--- src/rtl/pc_fetch_controller.sv ---
// rtl/pc_fetch_controller.sv - IF-stage program counter sequencer with redirect bubbles and halt
//
// Purpose: selects the next word-addressed fetch PC each cycle from PC+1, the EX branch
// target or the ID jump target. It applies hazard stalls, inserts BUBBLES non-fetching
// cycles after a redirect, drives the IF/ID flush and supports a terminal halt.
//
// Optional build macro: PC_PERF_COUNTERS_EN adds saturating fetch/redirect counters.
//
// Ports:
//   i_clk            clock, all state updates on the rising edge
//   i_reset          asynchronous active-high reset
//   i_stall          hazard unit stall: hold PC, no fetch
//   i_branch_taken   taken branch resolved in EX
//   i_branch_target  branch target word address
//   i_jump           jump decoded in ID
//   i_jump_target    jump target word address
//   i_halt           halt reached: stop fetching until reset
//   o_pc             current fetch address (registered)
//   o_pc_plus1       o_pc + 1 (mod 2^32)
//   o_fetch_valid    instruction memory output at o_pc is a valid fetch
//   o_flush_ifid     IF/ID register loads a bubble this cycle
//   o_ctrl_state     FSM state for debug (0 boot, 1 run, 2 redirect, 3 halt)
//   o_fetch_count    (PC_PERF_COUNTERS_EN) cycles with o_fetch_valid=1, saturating
//   o_redirect_count (PC_PERF_COUNTERS_EN) accepted redirects, saturating

module pc_fetch_controller #(
   parameter logic [31:0] RESET_PC = 32'h0000_0000,
   parameter int          BUBBLES  = 1
) (
   input  logic        i_clk,
   input  logic        i_reset,
   input  logic        i_stall,
   input  logic        i_branch_taken,
   input  logic [31:0] i_branch_target,
   input  logic        i_jump,
   input  logic [31:0] i_jump_target,
   input  logic        i_halt,
   output logic [31:0] o_pc,
   output logic [31:0] o_pc_plus1,
   output logic        o_fetch_valid,
   output logic        o_flush_ifid,
`ifdef PC_PERF_COUNTERS_EN
   output logic [31:0] o_fetch_count,
   output logic [15:0] o_redirect_count,
`endif
   output logic [1:0]  o_ctrl_state
);

   typedef enum logic [1:0] {
      S_BOOT  = 2'd0,
      S_RUN   = 2'd1,
      S_REDIR = 2'd2,
      S_HALT  = 2'd3
   } state_t;

   // Counter holds bubbles remaining after the current one, so the reload is BUBBLES-1.
   localparam logic [2:0] LP_RELOAD = (BUBBLES == 0) ? 3'd0 : 3'(BUBBLES - 1);

   state_t      r_state;
   logic [31:0] r_pc;
   logic [2:0]  r_cnt;

   state_t      w_state_next;
   logic [31:0] w_pc_next;
   logic [2:0]  w_cnt_next;
   logic        w_fetch_valid;
   logic        w_redirect;

   always_ff @(posedge i_clk or posedge i_reset) begin
      if (i_reset) begin
         r_state <= S_BOOT;
         r_pc    <= RESET_PC;
         r_cnt   <= 3'd0;
      end else begin
         r_state <= w_state_next;
         r_pc    <= w_pc_next;
         r_cnt   <= w_cnt_next;
      end
   end

   always_comb begin
      w_state_next  = r_state;
      w_pc_next     = r_pc;
      w_cnt_next    = r_cnt;
      w_fetch_valid = 1'b0;
      w_redirect    = 1'b0;

      case (r_state)
         S_BOOT: begin
            w_state_next = S_RUN;
         end

         S_RUN: begin
            w_fetch_valid = ~i_stall;
            // Branch is the older instruction, so it wins over the jump; any
            // redirect also wins over a stall because the stalled slot is flushed.
            if (i_branch_taken) begin
               w_pc_next  = i_branch_target;
               w_redirect = 1'b1;
            end else if (i_jump) begin
               w_pc_next  = i_jump_target;
               w_redirect = 1'b1;
            end else if (i_halt) begin
               w_state_next = S_HALT;
            end else if (!i_stall) begin
               w_pc_next = r_pc + 32'd1;
            end

            if (w_redirect && (BUBBLES != 0)) begin
               w_state_next = S_REDIR;
               w_cnt_next   = LP_RELOAD;
            end
         end

         S_REDIR: begin
            // Jump/halt seen here belong to already-flushed younger instructions.
            if (i_branch_taken) begin
               w_pc_next  = i_branch_target;
               w_redirect = 1'b1;
               w_cnt_next = LP_RELOAD;
            end else if (r_cnt == 3'd0) begin
               w_state_next = S_RUN;
            end else begin
               w_cnt_next = r_cnt - 3'd1;
            end
         end

         default: begin
            // S_HALT: frozen until reset.
         end
      endcase
   end

   assign o_pc          = r_pc;
   assign o_pc_plus1    = r_pc + 32'd1;
   assign o_fetch_valid = w_fetch_valid;
   assign o_flush_ifid  = w_redirect;
   assign o_ctrl_state  = r_state;

`ifdef PC_PERF_COUNTERS_EN
   logic [31:0] r_fetch_count;
   logic [15:0] r_redirect_count;

   always_ff @(posedge i_clk or posedge i_reset) begin
      if (i_reset) begin
         r_fetch_count    <= 32'd0;
         r_redirect_count <= 16'd0;
      end else begin
         if (w_fetch_valid && (r_fetch_count != 32'hFFFF_FFFF)) begin
            r_fetch_count <= r_fetch_count + 32'd1;
         end
         if (w_redirect && (r_redirect_count != 16'hFFFF)) begin
            r_redirect_count <= r_redirect_count + 16'd1;
         end
      end
   end

   assign o_fetch_count    = r_fetch_count;
   assign o_redirect_count = r_redirect_count;
`endif

endmodule

--- config.mk ---
export PLATFORM = sky130hd
export DESIGN_NAME = pc_fetch_controller
export DESIGN_NICKNAME = d
export VERILOG_FILES = /design/src/rtl/pc_fetch_controller.sv
export SDC_FILE = /design/constraint.sdc
export NUM_CORES = 1
export LEC_CHECK = 0
export ABC_CLOCK_PERIOD_IN_PS = 1800
export CAP_MARGIN = 20
export CORE_MARGIN = 2
export CORE_UTILIZATION = 38
export DETAILED_ROUTE_END_ITERATION = 6
export GPL_ROUTABILITY_DRIVEN = 0
export MAX_ROUTING_LAYER = met4
export PLACE_DENSITY = 0.89
export REMOVE_ABC_BUFFERS = 1
export SLEW_MARGIN = 30
export SYNTH_ARGS = -nofsm -noshare
export SYNTH_HDL_FRONTEND = slang
export SYNTH_SLANG_ARGS = --single-unit
export TNS_END_PERCENT = 100
--- constraint.sdc ---
create_clock -name i_clk -period 1.8 [get_ports i_clk]
set_input_delay 0.18 -clock i_clk [delete_from_list [all_inputs] [get_ports i_clk]]
set_output_delay 0.18 -clock i_clk [all_outputs]
set_load 0.03 [all_outputs]
==> run metrics <==
TritonCTS clock tree=yes; number of inserted diodes=0; max-cap check violation count=0; post-detail-place hpwl=8672 um; fraction of the yosys area taken by sequential cells=between 30 and 40%; fmax=~450 MHz; critical path's slowest cell=sky130_fd_sc_hd__dfrtp_2; fin worst setup slack=-0.4019 ns; area used by sequential logic in the layout=937.1 um2; number of pins exceeding their max-slew limit in the final report=0; RSZ-0062 raised after global routing=true; Reg clk slew, reported paths=0.08 ns; number of enable-type register cells in the synthesized netlist=0; Flop pwr share=~15%; footprint of the multi-input gates=~2700 um2; Die X=about 93 um; maximum clock skew at final layout=0.01320 ns; net switching component of the power=~6.5 mW; number of fillers in the final layout=325; crit path time final=2.202 ns; Clock Sinks=37; part of the power in combinational logic=approximately four fifths; wirelength, routed=roughly 19000 um; clock power share=approximately 5.1%; layout cell share with drive strength beyond 1=about half; Initial Util=between 30% and 40%; Mean Syn Cell Area=~8.3 um2; total of endpoints with negative setup slack in the final report=67; vias in the first global route=around 4300; largest area contributor in the netlist=sky130_fd_sc_hd__dfrtp_1; Critical Path Source Type=flip-flop; wire length per cell=roughly 25 um; transition time at the pin with the least slew margin=between 0.5 and 0.6 ns; class of the worst hold path=primary input to async pin; initial antenna violation count=0; WP buf/inv=3; worst endpoint data arrival time=just over 2 ns; Warnings, synthesis=0; top-level I/O count=between 100 and 150; Power Dens Cells=approximately 1900 nW/um2; cts-stage hold buffer count=0; Total Nets Final=slightly above 700; iteration count of the initial detailed-routing pass=5; placeable core area=a little under 8000 um2; worst flop-to-flop path endpoint=o_pc[28]; critical setup path kind=flip-flop to primary output; Worst Setup End Kind=primary output; detail-routed via count per cell=roughly 6.5; Placement Cell Area=4996 um2; CTS root buffer=sky130_fd_sc_hd__clkbuf_8; worst hold slack=0.3293 ns; Skew-Pair Late Insertion Delay=approximately 0.32 ns; share of flip-flops with an asynchronous set or reset after synthesis=100.0%; post-detailed-route DRC marker count=0; switching share of total power=a little over 50%; CP most frequent cell=sky130_fd_sc_hd__buf_6; grt ovf=0; Synth Instances=between 300 and 400; number of hold violations in the final report=0; final clock period utilization by the worst path=122.3%; area of the die=around 8700 um2; top area cells in the synthesized netlist=sky130_fd_sc_hd__dfrtp_1 (30%), sky130_fd_sc_hd__a21oi_1 (6.9%), sky130_fd_sc_hd__xnor2_1 (6.0%), sky130_fd_sc_hd__nand3_1 (4.9%), sky130_fd_sc_hd__mux2i_1 (4.3%); Post-Syn Area=about 3000 um2; htree depth=2; logic depth of the worst register-to-register path=9; overall power consumption=12.60 mW; internal power component=a little over 6 mW; cell breakdown of the critical path=nand4_4 -> buf_6 -> buf_6 -> nor4_4 -> xor2_1 -> buf_4; Req. time, crit path=1.62 ns; failing checks=setup timing; delay of the slowest cell on the worst path=slightly below 0.5 ns; most frequently used flop master after synthesis=sky130_fd_sc_hd__dfrtp_1; GRT Resource Usage Total=32.00%; P_leak=2.999 nW; maximum net fanout on the critical path=4; post-synth cell types=between 50 and 60; Relative slew margins=65.64%; Synth Register Bits=37; number of buffers on the longest clock path=2; number of rows created at floorplan=32; top-area cell type share of the netlist area=30.44%; pin count of the biggest net entering global routing=38; global-route wire length before repair=~21000 um; fin area=6654 um2; maximum VDD drop=about 1600 uV; DIE HEIGHT=between 90 and 100 um; number of DRC violations after detailed-routing iteration 0=554; family of cells with the greatest summed delay on the critical path=buffers and inverters; worst reg2reg setup slack=-0.32 ns; synthesis-to-layout area growth=118.8%; result of the run=finished, violations left; routed via count=4839; Num CTS Buffers=5; Post-DRT Antenna Nets=0; launch point of the worst reg-to-reg path=o_ctrl_state[1]; PortBufs=about 140
synthesized netlist by cell type, types with 5 or more instances:
master and instances:
sky130_fd_sc_hd__clkbuf_1 13, sky130_fd_sc_hd__and3_1 13, sky130_fd_sc_hd__a21oi_1 42, sky130_fd_sc_hd__o22ai_1 12, sky130_fd_sc_hd__xnor2_1 21, sky130_fd_sc_hd__nand4_1 8
sky130_fd_sc_hd__nand2_1 28, sky130_fd_sc_hd__nor4_1 6, sky130_fd_sc_hd__o31a_1 5, sky130_fd_sc_hd__nor3_1 7, sky130_fd_sc_hd__mux2i_1 13, sky130_fd_sc_hd__buf_2 5
sky130_fd_sc_hd__inv_1 17, sky130_fd_sc_hd__dfrtp_1 37, sky130_fd_sc_hd__nor2_1 23, sky130_fd_sc_hd__xor2_1 9, sky130_fd_sc_hd__o21ai_0 11, sky130_fd_sc_hd__ha_1 6
sky130_fd_sc_hd__nand3_1 30
worst max-delay path by stage:
stage | cells past startpoint | endpoint | slack [ns] | startpoint
after floorplan | 6 | o_pc[25] | -0.85 | o_ctrl_state[0]
after global placement | 6 | o_pc[25] | -0.18 | i_branch_taken
after detailed placement | 6 | o_pc[25] | -0.27 | i_branch_taken
after CTS | 6 | o_pc_plus1[19] | -0.23 | o_pc[4]
after global routing | 6 | o_pc_plus1[19] | -0.48 | o_pc[4]
final | 6 | o_pc_plus1[12] | -0.40 | o_pc[9]
kinds of logic (layout without fill, tap and decap cells):
group	Yosys count	in the layout	share of synthesized area, %
adders and majority gates	6	6	2.468
and+or+nand+nor	143	143	27.44
xor gates and xnor gates	30	30	8.639
muxes	16	16	5.388
AOI/OAI and AO/OA	94	94	19.33
buffers and inverters	42	312	6.293
DFF	37	37	30.44
power by group through the flow:
stage	sequential (mW)	combinational [mW]	clock [mW]
final	1.91	10.0	0.646
after global routing	1.92	10.3	0.658
after CTS	1.72	7.54	0.607
after detailed placement	1.67	7.03	0
after global placement	1.64	6.84	0
after floorplan	2.59	2.89	0
cell usage in the layout, fill, tap and decap left out, types with 5 or more instances in the layout:
cell type / n
sky130_fd_sc_hd__a21oi_1: 23
sky130_fd_sc_hd__a21oi_2: 15
sky130_fd_sc_hd__and3_1: 10
sky130_fd_sc_hd__buf_4: 109
sky130_fd_sc_hd__buf_6: 67
sky130_fd_sc_hd__clkbuf_8: 6
sky130_fd_sc_hd__clkdlybuf4s50_1: 90
sky130_fd_sc_hd__dfrtp_1: 28
sky130_fd_sc_hd__dfrtp_2: 9
sky130_fd_sc_hd__dlymetal6s2s_1: 10
sky130_fd_sc_hd__inv_1: 13
sky130_fd_sc_hd__mux2i_1: 11
sky130_fd_sc_hd__nand2_1: 22
sky130_fd_sc_hd__nand3_1: 20
sky130_fd_sc_hd__nand3_4: 9
sky130_fd_sc_hd__nand4_1: 8
sky130_fd_sc_hd__nor2_1: 12
sky130_fd_sc_hd__nor2_2: 5
sky130_fd_sc_hd__nor2_4: 6
sky130_fd_sc_hd__nor4_4: 8
sky130_fd_sc_hd__o21ai_0: 8
sky130_fd_sc_hd__o22ai_1: 9
sky130_fd_sc_hd__o31a_1: 5
sky130_fd_sc_hd__xnor2_1: 7
sky130_fd_sc_hd__xnor2_2: 12
sky130_fd_sc_hd__xor2_1: 5
metrics by stage:
step / util, % / std cells / setup WS (ns) / setup TNS (ns)
after detailed placement: 64.65 / 669 / -0.2709 / -5.415
final: 86.11 / 740 / -0.4019 / -11.99
after CTS: 71.73 / 699 / -0.2334 / -4.305
after global routing: 86.11 / 740 / -0.4846 / -14.40
after floorplan: - / 344 / -0.8529 / -26.03
after global placement: 64.65 / 669 / -0.1835 / -3.680
timing repair:
item | CTS | global route
pin swaps | 36 | 74
resized for setup | 67 | 185
setup endpoints to repair | 61 | 67
setup buffers | 24 | 45
gates cloned | 1 | 1
cell type report:
class                           count  share of cell area [%]
Clock buffer                        7                   1.297
Inverter                           18                   1.072
Multi-Input combinational cell    289                   40.62
Sequential cell                    37                   14.08
Tap cell                          102                   1.918
Timing Repair Buffer              287                   41.01
flip-flops by register name, indices dropped and copies added (netlist names):
| register | count |
|---|---|
| o_pc | 32 |
| r_cnt | 3 |
| o_ctrl_state | 2 |
tightest hold or removal path, stage by stage:
cell	delay, ns
sky130_fd_sc_hd__clkdlybuf4s50_1	0.42
sky130_fd_sc_hd__inv_1	0.07
sky130_fd_sc_hd__buf_4	0.43
per-layer routing:
metal	GRT usage (%)	routed length [um]	share of wire [%]
met1	35.96	6539	35
met2	53.24	8395	45
met3	6.688	2245	12
met4	17.52	1570	8.4
met5	-	0	0
Note: power is estimated with default switching activity, not from simulation.
